### config.mk
export PLATFORM = sky130hd
export DESIGN_NAME = score_bcd_converter_flat
export DESIGN_NICKNAME = d
export VERILOG_FILES = /design/src/rtl/score_bcd_converter_pkg.sv /design/src/rtl/score_bcd_converter_if.sv /design/src/rtl/score_bcd_converter_bcd_digit_adjust.sv /design/src/rtl/score_bcd_converter.sv /design/src/flat_wrapper.sv
export SDC_FILE = /design/constraint.sdc
export NUM_CORES = 1
export LEC_CHECK = 0
export CAP_MARGIN = 20
export CORE_UTILIZATION = 28
export CTS_BUF_LIST = sky130_fd_sc_hd__clkbuf_2 sky130_fd_sc_hd__clkbuf_4 sky130_fd_sc_hd__clkbuf_8
export DETAILED_ROUTE_END_ITERATION = 7
export SYNTH_ARGS = -nofsm -noshare
export SYNTH_HDL_FRONTEND = slang
export SYNTH_SLANG_ARGS = --single-unit
### constraint.sdc
create_clock -name Clock -period 1.73 [get_ports Clock]
set_input_delay 0.346 -clock Clock [delete_from_list [all_inputs] [get_ports Clock]]
set_output_delay 0.346 -clock Clock [all_outputs]
set_load 0.02 [all_outputs]
### src/rtl/score_bcd_converter_pkg.sv
// rtl/score_bcd_converter_pkg.sv - shared constants and state encoding for the score BCD converter
package score_bcd_converter_pkg;

  localparam int DEF_WIDTH     = 13;
  localparam int DEF_DIGITS    = 4;
  localparam int DEF_MAX_VALUE = 9999;

  // One BCD nine; replicated per digit to form the saturation pattern.
  localparam logic [3:0] NINE_DIGIT = 4'h9;
  localparam logic [4*DEF_DIGITS-1:0] SAT_BCD = {DEF_DIGITS{NINE_DIGIT}};

  typedef enum logic [1:0] {
    IDLE  = 2'd0,
    SHIFT = 2'd1,
    DONE  = 2'd2
  } state_t;

endpackage

### src/rtl/score_bcd_converter_if.sv
// rtl/score_bcd_converter_if.sv - request/result bundle between score read port and display decoders
interface score_bcd_converter_if #(
  parameter int WIDTH  = 13,
  parameter int DIGITS = 4
);

  logic                  Start;
  logic [WIDTH-1:0]      BinIn;
  logic                  Busy;
  logic                  Done;
  logic                  Valid;
  logic [4*DIGITS-1:0]   Bcd;
  logic                  Overflow;

  modport master (
    output Start, BinIn,
    input  Busy, Done, Valid, Bcd, Overflow
  );

  modport slave (
    input  Start, BinIn,
    output Busy, Done, Valid, Bcd, Overflow
  );

endinterface

### src/rtl/score_bcd_converter_bcd_digit_adjust.sv
// rtl/score_bcd_converter_bcd_digit_adjust.sv - add-3 correction for one BCD digit before a shift
module bcd_digit_adjust (
  input  logic [3:0] digitIn,
  output logic [3:0] digitOut
);

  // A digit of 5..9 would become >= 10 after doubling, so pre-add 3 to carry into the next digit.
  assign digitOut = (digitIn >= 4'd5) ? (digitIn + 4'd3) : digitIn;

endmodule

### src/rtl/score_bcd_converter.sv
// rtl/score_bcd_converter.sv - sequential double-dabble binary to BCD converter with saturation
module score_bcd_converter
  import score_bcd_converter_pkg::*;
#(
  parameter int WIDTH     = DEF_WIDTH,
  parameter int DIGITS    = DEF_DIGITS,
  parameter int MAX_VALUE = DEF_MAX_VALUE
) (
  input  logic                  Clock,
  input  logic                  CLRN,
  score_bcd_converter_if.slave  bus
);

  localparam int SW = 4 * DIGITS;
  localparam int CW = $clog2(WIDTH + 1);
  localparam logic [CW-1:0] LAST_ITER = CW'(WIDTH - 1);
  localparam logic [31:0]   MAX_U     = 32'(MAX_VALUE);

  state_t          state;
  state_t          nextState;
  logic [WIDTH-1:0] binReg;
  logic [SW-1:0]   scratch;
  logic [SW-1:0]   adjusted;
  logic [SW-1:0]   shiftedScratch;
  logic [CW-1:0]   count;
  logic            ovfPending;
  logic [SW-1:0]   bcdReg;
  logic            ovfReg;
  logic            validReg;
  logic            busyOut;
  logic            doneOut;
  logic            lastIter;

  for (genvar d = 0; d < DIGITS; d++) begin : gAdjust
    bcd_digit_adjust uAdjust (
      .digitIn  (scratch[4*d +: 4]),
      .digitOut (adjusted[4*d +: 4])
    );
  end

  // Carry out of the top digit is dropped; it only occurs for inputs that saturate anyway.
  assign shiftedScratch = {adjusted[SW-2:0], binReg[WIDTH-1]};
  assign lastIter       = (count == LAST_ITER);

  // State register.
  always_ff @(posedge Clock or negedge CLRN) begin
    if (!CLRN) state <= IDLE;
    else       state <= nextState;
  end

  // Next-state: one conversion per accepted Start, DONE lasts a single cycle.
  always_comb begin
    nextState = state;
    case (state)
      IDLE:    if (bus.Start) nextState = SHIFT;
      SHIFT:   if (lastIter)  nextState = DONE;
      DONE:    nextState = IDLE;
      default: nextState = IDLE;
    endcase
  end

  // Handshake outputs decoded from the current state.
  always_comb begin
    busyOut = 1'b0;
    doneOut = 1'b0;
    case (state)
      SHIFT:   busyOut = 1'b1;
      DONE:    doneOut = 1'b1;
      default: ;
    endcase
  end

  // Datapath: capture on accept, one add-3/shift per SHIFT cycle, publish result on the last one.
  always_ff @(posedge Clock or negedge CLRN) begin
    if (!CLRN) begin
      binReg     <= '0;
      scratch    <= '0;
      count      <= '0;
      ovfPending <= 1'b0;
      bcdReg     <= '0;
      ovfReg     <= 1'b0;
      validReg   <= 1'b0;
    end else begin
      case (state)
        IDLE: begin
          if (bus.Start) begin
            binReg     <= bus.BinIn;
            scratch    <= '0;
            count      <= '0;
            ovfPending <= (32'(bus.BinIn) > MAX_U);
          end
        end
        SHIFT: begin
          scratch <= shiftedScratch;
          binReg  <= {binReg[WIDTH-2:0], 1'b0};
          count   <= count + CW'(1);
          if (lastIter) begin
            bcdReg   <= ovfPending ? {DIGITS{NINE_DIGIT}} : shiftedScratch;
            ovfReg   <= ovfPending;
            validReg <= 1'b1;
          end
        end
        default: ;
      endcase
    end
  end

  assign bus.Busy     = busyOut;
  assign bus.Done     = doneOut;
  assign bus.Valid    = validReg;
  assign bus.Bcd      = bcdReg;
  assign bus.Overflow = ovfReg;

endmodule
### src/flat_wrapper.sv
// flat-port wrapper written by rule: the top's interface ports become plain ports
module score_bcd_converter_flat import score_bcd_converter_pkg::*;
#(
  parameter int WIDTH     = DEF_WIDTH,
  parameter int DIGITS    = DEF_DIGITS,
  parameter int MAX_VALUE = DEF_MAX_VALUE
)
  (Clock, CLRN, bus_Start, bus_BinIn, bus_Busy, bus_Done, bus_Valid, bus_Bcd, bus_Overflow);
  score_bcd_converter_if #(.WIDTH(WIDTH), .DIGITS(DIGITS)) bus_i ();
  input  logic Clock;
  input  logic CLRN;
  input wire logic [$bits(bus_i.Start)-1:0] bus_Start;
  input wire logic [$bits(bus_i.BinIn)-1:0] bus_BinIn;
  output wire logic [$bits(bus_i.Busy)-1:0] bus_Busy;
  output wire logic [$bits(bus_i.Done)-1:0] bus_Done;
  output wire logic [$bits(bus_i.Valid)-1:0] bus_Valid;
  output wire logic [$bits(bus_i.Bcd)-1:0] bus_Bcd;
  output wire logic [$bits(bus_i.Overflow)-1:0] bus_Overflow;
  assign bus_i.Start = bus_Start;
  assign bus_i.BinIn = bus_BinIn;
  assign bus_Busy = bus_i.Busy;
  assign bus_Done = bus_i.Done;
  assign bus_Valid = bus_i.Valid;
  assign bus_Bcd = bus_i.Bcd;
  assign bus_Overflow = bus_i.Overflow;
  score_bcd_converter #(.WIDTH(WIDTH), .DIGITS(DIGITS), .MAX_VALUE(MAX_VALUE)) u_core (.Clock(Clock), .CLRN(CLRN), .bus(bus_i));
endmodule
==> out/metrics.csv <==
metric,value,unit
DRT Wirelength,5.107,mm
worst-path maximum fanout,2,
Tot Pwr,5.698,mW
router iterations before antenna repair,4,
cell family with most CP delay,buffers and inverters,
asr flop ratio synth,100.0,%
# DRC,0,
Setup TNS Final,0,ps
DRT iter0 DRCs,73,
CTS Hold Bufs,0,
final instance area,3157,µm²
total nets after synthesis,281,
number of synthesized flops with an enable pin,0,
core area,8763,µm²
CTS Root Cell,clkbuf_8,
largest net degree at the start of global routing,35,
"count leader, synth",dfrtp_1,
number of fill cells,888,
worst hold path class,primary input to async pin,
share of the synthesized area in the top cell type,51.23,%
"Area growth, synth to finish",24.29,%
Area contributors post-synth,"dfrtp_1, o21ai_0, nand2_1",
Synth area leader,dfrtp_1,
CP Class,flip-flop to primary output,
DR vias/cell,4.663,
CP Launch Type,flip-flop,
Register Area,1301,µm²
Layout Cells excl Fill,406,
final setup fails,0,
"Seq/Total Area, Yosys",51.23,%
routed len/inst,12.58,µm
Seq cells post-synth,52,
final count of pins violating max slew,0,
Worst-Skew Late Latency,300,ps
Multi-input gate area,1110,µm²
Num CTS Buffers,5,
Detail Route Antenna Nets,0,
gr ovfl total,0,
CTS Sinks,52,
nets@finish,323,
Die ar.,9456,µm²
fin util,36.02,%
Vias,1893,
Cells after Synth,255,
crit path time final,1674,ps
Hold Fails Final Rpt,0,
worst hold slack,6.221,ps
clk_skew,5.291,ps
depth of the most critical reg-to-reg path,6,
Setup WS pre-CTS,-19.18,ps
Placed Cells incl. Taps,396,
CP required,1380,ps
Placed Area,3025,µm²
CTS clock-pin slew for the worst setup and hold paths,90,ps
critical path depth,1,
Critical Path Max Stage Delay,620,ps
YS warnings,0,
global-route wire length before repair,8.914,mm
Worst setup EP type,primary output,
initial antenna violation count,0,
# port buffers,34,
diode count,0,
LEAKAGE,1.325,nW
crit path max-delay cell type,clkdlybuf4s50_1,
CP bufs+invs,1,
vias in the first global route,1892,
CP arrival,1330,ps
Max rail drop VDD,0.4986,mV
placer congestion estimate,0.7746,
status,"finished, final reports clean",
DP Wirelength,3.502,mm
Die Y,97.24,µm
CTS tree,done,
H-tree depth,2,
Initial Util,28.98,%
Highest Clock Rate,0.5974,GHz
Mapped Area,2540,µm²
Synth Flop Type,dfrtp_1,
Final Cycle Share,96.76,%
pwr/cell area,1805,nW/µm²
Commonest cells post-synth,"dfrtp_1, nand2_1, o21ai_0",
worst-case clock buffer depth,2,
MaxCap Viol Count,0,
Rows,34,
die width,97.24,µm
share of post-route cells with drive strength above 1,17.45,%
GRT Overall Usage,11.62,%
Mapped Avg Cell Area,9.961,µm²
I/O pins,36,
worst setup margin,55.98,ps
Synth cell types,33,
cell-by-cell trace of the critical path,clkdlybuf4s50_1,
[cells in the final DEF, fill, tap and decap left out, drive strengths merged]
cell type,count
dfrtp,52
nand2b,6
o21bai,1
a22o,5
o21ai,45
xnor2,4
nor2,7
clkinvlp,1
mux2,6
a41oi,1
or3b,4
clkbuf,7
a22oi,5
or2,1
nand2,42
conb,1
clkinv,2
clkdlybuf4s15,1
nand3,2
dlygate4sd2,1
a21o,1
ha,10
inv,11
nor3b,10
a31oi,4
nor3,5
nor2b,1
buf,16
clkdlybuf4s50,31
a21oi,15
[layout make-up]
type                            instances  area share (%)
Clock buffer                            7           2.854
Clock inverter                          1          0.2378
Inverter                               13           1.704
Multi-Input combinational cell        176           35.16
Sequential cell                        52           41.22
Tap cell                              108           4.281
Timing Repair Buffer                   49           14.55
[power breakdown]
part	internal, mW	leakage (nW)	switching [mW]
Combinational	1.34	0.619	1.45
Clock	0.342	0.0479	0.390
Sequential	1.75	0.658	0.429
Total	3.43	1.33	2.26
[worst paths after layout]
path                       slack [ps]                       endpoint                          start
max                                60                     bus_Bcd[3]  u_core.bus.Bcd[3]$_DFFE_PN0P_
min in group Clock                480   u_core.bus.Valid$_DFFE_PN0P_   u_core.bus.Valid$_DFFE_PN0P_
max reg2reg                       100  u_core.bus.Bcd[2]$_DFFE_PN0P_  u_core.scratch[0]$_DFFE_PN0P_
min reg2reg                       480   u_core.bus.Valid$_DFFE_PN0P_   u_core.bus.Valid$_DFFE_PN0P_
max in group asynchronous        1340  u_core.bus.Bcd[2]$_DFFE_PN0P_                           CLRN
min                                 6   u_core.bus.Valid$_DFFE_PN0P_                           CLRN
[registers in the layout, indices dropped and copies added (netlist names)]
signal            flops
u_core.count          4
u_core.bus.Bcd       16
u_core.bus.Valid      1
u_core.state          2
u_core.scratch       16
u_core.binReg        13
[kinds of logic after synthesis]
logic type / Yosys count / share of synthesized area [%]
simple gates: 78 / 15.71
compound gates: 77 / 18.08
flops: 52 / 51.23
buf+inv: 27 / 5.862
fa+ha+maj: 10 / 4.926
mux: 6 / 2.660
xor+xnor: 4 / 1.379
other cells: 1 / 0.1476
[worst register-to-register path: cells and delay by family (launching register included)]
kind / cells / cell delay (ps)
DFF: 1 / 430
buffers and inverters: 1 / 110
muxes: 1 / 370
and+or+nand+nor: 1 / 90
adders and majority gates: 1 / 220
AOI/OAI and AO/OA: 2 / 340
[routing by layer]
metal	up-vias	track usage, %	wire [µm]
met1	895	15.37	2519
met4	0	3.959	70
li1	956	-	-
met3	7	3.165	185
met2	35	18.36	2331
met5	-	0	0
[what timing repair did]
item | CTS | global route
buffers inserted | 0 | 2
gates resized for setup | 2 | 7
pin swaps | 0 | 2
setup endpoints to repair | 2 | 9
No activity file was read; power rests on OpenSTA's default activity.
